### config.mk
export PLATFORM = sky130hd
export DESIGN_NAME = uart_tx_arbiter
export DESIGN_NICKNAME = d
export VERILOG_FILES = /design/src/rtl/uart_tx_arbiter.sv
export SDC_FILE = /design/constraint.sdc
export NUM_CORES = 1
export LEC_CHECK = 0
export ABC_AREA = 1
export CAP_MARGIN = 20
export CORE_UTILIZATION = 53
export CTS_BUF_LIST = sky130_fd_sc_hd__clkbuf_8
export CTS_CLUSTER_SIZE = 40
export DETAILED_ROUTE_END_ITERATION = 7
export PLACE_DENSITY = 0.88
export SLEW_MARGIN = 20
export SYNTH_ARGS = -nofsm -noshare
export SYNTH_HDL_FRONTEND = slang
export SYNTH_SLANG_ARGS = --single-unit
export TNS_END_PERCENT = 20
### constraint.sdc
create_clock -name clk_50m -period 2.8 [get_ports clk_50m]
set_input_delay 0.84 -clock clk_50m [delete_from_list [all_inputs] [get_ports clk_50m]]
set_output_delay 0.84 -clock clk_50m [all_outputs]
set_load 0.05 [all_outputs]
### src/rtl/uart_tx_arbiter.sv
// ============================================================================
// Module   : uart_tx_arbiter
// Brief    : Round-robin arbiter sharing one UART Tx path among byte requesters.
// Revision : 1.0 - initial release
// ============================================================================
`default_nettype none

module uart_tx_arbiter #(
    parameter int NUM_REQ   = 4,
    parameter int BUSY_WAIT = 4
) (
    input  logic                       clk_50m,
    input  logic                       rst,
    input  logic [NUM_REQ-1:0]         req,
    input  logic [8*NUM_REQ-1:0]       req_data,
    output logic [NUM_REQ-1:0]         grant_ack,
    output logic [7:0]                 data_in,
    output logic                       wr_en,
    input  logic                       Tx_busy,
    output logic [$clog2(NUM_REQ)-1:0] active_id,
    output logic                       busy,
    output logic                       err_timeout
);

    localparam int             c_ID_W      = $clog2(NUM_REQ);
    localparam logic [8:0]     c_BUSY_WAIT = 9'(BUSY_WAIT);
    localparam logic [c_ID_W-1:0] c_PTR_RST = c_ID_W'(NUM_REQ - 1);

    typedef enum logic [1:0] {
        S_IDLE      = 2'd0,
        S_ISSUE     = 2'd1,
        S_WAIT_BUSY = 2'd2,
        S_WAIT_DONE = 2'd3
    } state_t;

    state_t               r_state;
    logic [c_ID_W-1:0]    r_ptr;
    logic [7:0]           r_cnt;
    logic [NUM_REQ-1:0]   r_grant_ack;
    logic [7:0]           r_data_in;
    logic                 r_wr_en;
    logic [c_ID_W-1:0]    r_active_id;
    logic                 r_busy;
    logic                 r_err_timeout;

    state_t               w_state_nxt;
    logic [c_ID_W-1:0]    w_ptr_nxt;
    logic [7:0]           w_cnt_nxt;
    logic [NUM_REQ-1:0]   w_grant_ack_nxt;
    logic [7:0]           w_data_in_nxt;
    logic                 w_wr_en_nxt;
    logic [c_ID_W-1:0]    w_active_id_nxt;
    logic                 w_busy_nxt;
    logic                 w_err_timeout_nxt;

    logic                 w_found;
    logic [c_ID_W-1:0]    w_winner;
    int                   w_pos;
    logic [8:0]           w_cnt_inc;

    // Scan from the farthest position back to ptr+1 so the nearest
    // requester after the pointer is the last (and winning) assignment.
    always_comb begin
        w_found  = 1'b0;
        w_winner = r_ptr;
        w_pos    = 0;
        for (int k = NUM_REQ; k >= 1; k--) begin
            w_pos = int'(r_ptr) + k;
            if (w_pos >= NUM_REQ) begin
                w_pos = w_pos - NUM_REQ;
            end
            if (req[w_pos[c_ID_W-1:0]]) begin
                w_found  = 1'b1;
                w_winner = w_pos[c_ID_W-1:0];
            end
        end
    end

    assign w_cnt_inc = {1'b0, r_cnt} + 9'd1;

    always_comb begin
        w_state_nxt       = r_state;
        w_ptr_nxt         = r_ptr;
        w_cnt_nxt         = r_cnt;
        w_grant_ack_nxt   = '0;
        w_data_in_nxt     = r_data_in;
        w_wr_en_nxt       = 1'b0;
        w_active_id_nxt   = r_active_id;
        w_busy_nxt        = r_busy;
        w_err_timeout_nxt = 1'b0;
        case (r_state)
            S_IDLE: begin
                w_busy_nxt = 1'b0;
                if (w_found && !Tx_busy) begin
                    w_state_nxt     = S_ISSUE;
                    w_wr_en_nxt     = 1'b1;
                    w_grant_ack_nxt = NUM_REQ'(1) << w_winner;
                    w_data_in_nxt   = req_data[{w_winner, 3'b000} +: 8];
                    w_ptr_nxt       = w_winner;
                    w_active_id_nxt = w_winner;
                    w_busy_nxt      = 1'b1;
                end
            end
            S_ISSUE: begin
                w_cnt_nxt   = 8'd0;
                w_state_nxt = S_WAIT_BUSY;
            end
            S_WAIT_BUSY: begin
                if (Tx_busy) begin
                    w_state_nxt = S_WAIT_DONE;
                end else if (w_cnt_inc == c_BUSY_WAIT) begin
                    // Transmitter never acknowledged: drop the byte.
                    w_err_timeout_nxt = 1'b1;
                    w_busy_nxt        = 1'b0;
                    w_cnt_nxt         = 8'd0;
                    w_state_nxt       = S_IDLE;
                end else begin
                    w_cnt_nxt = w_cnt_inc[7:0];
                end
            end
            S_WAIT_DONE: begin
                if (!Tx_busy) begin
                    w_busy_nxt  = 1'b0;
                    w_state_nxt = S_IDLE;
                end
            end
            default: begin
                w_state_nxt = S_IDLE;
            end
        endcase
    end

    always_ff @(posedge clk_50m) begin
        if (rst) begin
            r_state       <= S_IDLE;
            r_ptr         <= c_PTR_RST;
            r_cnt         <= 8'd0;
            r_grant_ack   <= '0;
            r_data_in     <= 8'd0;
            r_wr_en       <= 1'b0;
            r_active_id   <= '0;
            r_busy        <= 1'b0;
            r_err_timeout <= 1'b0;
        end else begin
            r_state       <= w_state_nxt;
            r_ptr         <= w_ptr_nxt;
            r_cnt         <= w_cnt_nxt;
            r_grant_ack   <= w_grant_ack_nxt;
            r_data_in     <= w_data_in_nxt;
            r_wr_en       <= w_wr_en_nxt;
            r_active_id   <= w_active_id_nxt;
            r_busy        <= w_busy_nxt;
            r_err_timeout <= w_err_timeout_nxt;
        end
    end

    assign grant_ack   = r_grant_ack;
    assign data_in     = r_data_in;
    assign wr_en       = r_wr_en;
    assign active_id   = r_active_id;
    assign busy        = r_busy;
    assign err_timeout = r_err_timeout;

endmodule

`default_nettype wire

# ---- Word level (Yosys, flattened, before mapping)
# Cells that the tools add are included.
dict set report op_classes {
  n_addsub 9
  order_cmp 8
  n_eq_ne 9
  n_shift 2
  mux 34
  bitwise_logic 3
  n_reduce_logical 12
}
# op count
set ops {}
lappend ops {{$shiftx 32x6->8} 1}
lappend ops {{$mux 2} 12}
lappend ops {{$mux 8} 2}
lappend ops {{$pmux 8 s2} 1}
lappend ops {{$mux 1} 13}
lappend ops {{$lt 2x3->1 const B} 4}
lappend ops {{$add 8x1->9 const B} 1}
lappend ops {{$eq 9x3->1 const B} 1}
lappend ops {{$ge 3x3->1 const B} 3}
lappend ops {{$bmux 1 s2} 4}
lappend ops {{$ne 2x2->1 const B} 4}
lappend ops {{$pmux 2 s4} 1}
lappend ops {{$sub 2x1->2 const B} 4}
lappend ops {{$add 2x2->3 const B} 2}
lappend ops {{$reduce_or 3->1} 2}
lappend ops {{$add 2x3->4 const B} 1}
lappend ops {{$eq 2x2->1 const B} 2}
lappend ops {{$ge 4x3->1 const B} 1}
lappend ops {{$reduce_and 2->1} 2}
lappend ops {{$reduce_and 4->1} 1}
lappend ops {{$shl 1x2->4 const A} 1}
lappend ops {{$add 2x1->3 const B} 1}
lappend ops {{$ne 3x3->1 const B} 1}
lappend ops {{$not 1->1} 3}
lappend ops {{9 further kinds} 9}
dict set report totals {
  register_bits 29
  inputBits 39
  out_inout_bits 17
}

# ---- Longest topological paths before layout
dict set report logic_depth {
  word_depth 12
  ltp_mapped 14
}

# ---- Least setup slack after synthesis
# Ideal clock, no wire load.
dict set report synth_timing {
  path_type {input to register}
  from {in req[3]}
  to {reg r_data_in[2] (netlist: data_in[2])}
  setup_time_ps 113
  arrival_ps 1763
  required_ps 2687
  slack_ps 924
  path_stages 14
  n_path_buf 1
  path_cell_list {inv_1 > nand2_1 > nand3_1 > nand2_1 > inv_2 > nand2_4 > nand2_4 > nand2_4 > nand2_4 > buf_8 > nand2_2 > nand3_1 > nand3_1 > nand2_1}
}
dict set report synth_via {
  elab_chain_len 8
}
# element line
set synth_lines {}
lappend synth_lines {{start, declared} 14} ;# input logic [NUM_REQ-1:0] req,
lappend synth_lines {{parallel branches: the longest is 8 deep, another holds $shiftx 32x6->8} -}
lappend synth_lines {{end signal, assigned} 149} ;# r_data_in <= w_data_in_nxt;
lappend synth_lines {{end, declared} 40} ;# logic [7:0] r_data_in;
# Parallel ways; which one is timed is not known. The select of a mux whose other input is x is not followed.
# A chain may end at the register's enable or synchronous reset.

# ---- Worst setup path in the final report
dict set report layout_timing {
  from {reg r_busy (netlist: busy)}
  to {out busy}
}
# element line
set layout_rtl {}
lappend layout_rtl {{start, declared} 43} ;# logic r_busy;
lappend layout_rtl {{start signal, assigned} 152} ;# r_busy <= w_busy_nxt;
lappend layout_rtl {{end, declared} 21} ;# output logic busy,
# No word-level cell between the ends.

==> impl_metrics.ini <==
[cts]
cts_tree = built
h-tree-depth = 2
insertion_delay_ps = 290
cts.sinks = 29
clock_path_buffers = 2
cts-root-buf = clkbuf_8
cts_resized = 0
cts_setup_buffers = 0
cts.clk_slew.worst_paths_ps = 70
cts_made_buffers = 5
hold_buffers = 0

[power]
ir_drop_v = 0.000672
p_leak_nw = 1.11
powerDensity_mw_per_mm2 = 1070

[timing]
worstMarginPinSlew_ps = 641
setup_viol = 0
layout_min_cycle_time_ps = 2290
holdWs_ps = 449
hold_viol = 0
rsz0062_at_grt = no
setup-tns-final_ps = 0
finalClockSkew_ps = 4.50
maxSlewHeadroom_pct = 57.0
fmax_ghz = 0.436
period_share_pct = 81.9
maxSlewViolCount = 0

[critical_path]
critPathMaxStageDelay_ps = 810
cp-end-kind = output pin
slowest_stage = clkdlybuf4s50_1
worstPathMaxFanout = 2
r2r-start = r_ptr[0]
r2r_end = r_ptr[1]
critPathBufInv = 1
path_class = flip-flop to output pin
ff2ff_setup_slack_ps = 920
cp.arrival_ps = 1450
crit_chain = clkdlybuf4s50_1
reg2reg_depth = 11
path_delay_family = buffers and inverters
start_kind = flip-flop
cp.required_ps = 1960

[logic_synthesis]
syn_inst = 274
yosysWarnings = 0
synthArstFlopShare_pct = 0
synth_area_mm2 = 0.00189
yosysUniqueCellTypes = 31
synth-edff-count = 0
synth-seq-area-share_pct = 30.8
synth_flop_cell = dfxtp_1
synth_nets = 319
synth.ff_latch_count = 29
avgSynthCellArea_um2 = 6.88

[cells_and_area]
fillers = 281
post-route-util_pct = 75.1
mostFrequentLayoutCell = nand2_1
diodes = 0
multiInputGateArea_mm2 = 0.00112
final_cell_mix = 73 x nand2_1, 62 x nand3_1, 55 x clkdlybuf4s50_1
nets = 377
synthToLayoutAreaGrowth_pct = 34.0
regArea_um2 = 581
drive_gt1_share_pct = 12.6

[route]
antenna_left = 0
drtIter0Drc = 137
wirelength_mm = 4.92
route.met3.wl_um = 480
top_layer_used = met4
firstDrtPassIters = 4
wl_per_cell_um = 13.0
drc = 0
wl_met2_mm = 2.26
routed_via_density = 5.18
vias = 1963
wirelength_met1_mm = 2.02

[grt]
grt_pass1_wl_mm = 7.65
grt_use_total_pct = 27.7
grt_max_degree = 18
antenna_found_initial = 0
overflow = 0
grt_pass1_vias = 1855

[min_path]
min_to = active_id[0]
holdPathStages = 2
hold_start = active_id[0]
hold_class = flip-flop to flip-flop

[placement]
gp_congestion = 0.894
portBuffers = 55
dp_hpwl_mm = 3.74

[floorplan]
dieArea_mm2 = 0.00380
core_mm2 = 0.00336
die_x_um = 61.6
ios = 56
initial_core_util_pct = 56.1
fp.dieH_um = 61.6
placementRows = 21

[flow_run]
cap_violations = 0

[run_status]
status = completed
[synthesized netlist by cell type (2+ instances only)]
cell type	count	area (um2)
nand2_1	73	274
nor2_1	13	48.8
xor2_1	3	26.3
inv_1	22	82.6
buf_6	5	56.3
nand3_1	62	310
inv_2	4	15.0
nand3_4	2	35.0
o21ai_0	3	15.0
nand2_2	15	93.8
nand4_1	4	25.0
ha_1	6	75.1
a21oi_1	13	65.1
nand2_4	4	45.0
dfxtp_1	29	581
[sequential cells by signal (all words and copies together), names as in the netlist]
name	flops
grant_ack	4
data_in	8
r_cnt	8
busy	1
wr_en	1
active_id	2
r_state	2
r_ptr	2
err_timeout	1
[worst max-delay path by stage]
stage	start	to	slack (ps)	cells after the start
6_report	busy	busy	510	1
5_1_grt	req[3]	data_in[2]	380	14
4_1_cts	data_in[2]	data_in[2]	500	1
3_5_place_dp	req[0]	r_ptr[1]	240	10
3_3_place_gp	req[0]	r_ptr[1]	240	10
2_1_floorplan	req[3]	data_in[2]	920	14
[layer usage]
| metal | vias to the layer above | track usage, % |
|---|---|---|
| li1 | 1014 | - |
| met1 | 853 | 30.2 |
| met2 | 81 | 49.2 |
| met3 | 15 | 7.77 |
| met4 | 0 | 13.7 |
| met5 | - | 0 |
[cells by family (layout without fill, tap and decap cells)]
| kind of cell | Yosys count | in the layout | share of synthesized area [%] |
|---|---|---|---|
| adder cells (fa/ha/maj) | 6 | 6 | 3.98 |
| flip-flops | 29 | 29 | 30.8 |
| AO/OA/AOI/OAI | 22 | 22 | 6.83 |
| AND/OR/NAND/NOR | 179 | 179 | 47.3 |
| buffers and inverters | 35 | 94 | 9.69 |
| XOR/XNOR | 3 | 3 | 1.39 |
[through the flow]
stage	cells	worst slack [ps]	power [mW]	instance area (um2)
floorplan	274	924	2.02	1890
global placement	371	240	2.32	2440
detailed placement	371	243	2.37	2440
CTS	379	503	2.72	2530
global route	379	384	2.94	2530
finish	379	506	2.72	2530
[area by class of cell]
| cell class | count | share of cell area, % |
|---|---|---|
| clock buffers | 5 | 2.72 |
| clock inverters | 3 | 0.693 |
| inverters | 28 | 4.26 |
| multi-input cells | 210 | 44.4 |
| flip-flops and latches | 29 | 23.0 |
| well taps | 46 | 2.28 |
| repair buffers | 58 | 22.7 |
[report_power, final]
part	internal [mW]	switching, mW	total, mW
clock	0.171	0.173	0.344
combinational	0.602	1.17	1.78
sequential	0.525	0.0709	0.596
total	1.30	1.42	2.72
Power figures use the tool's default switching activity.
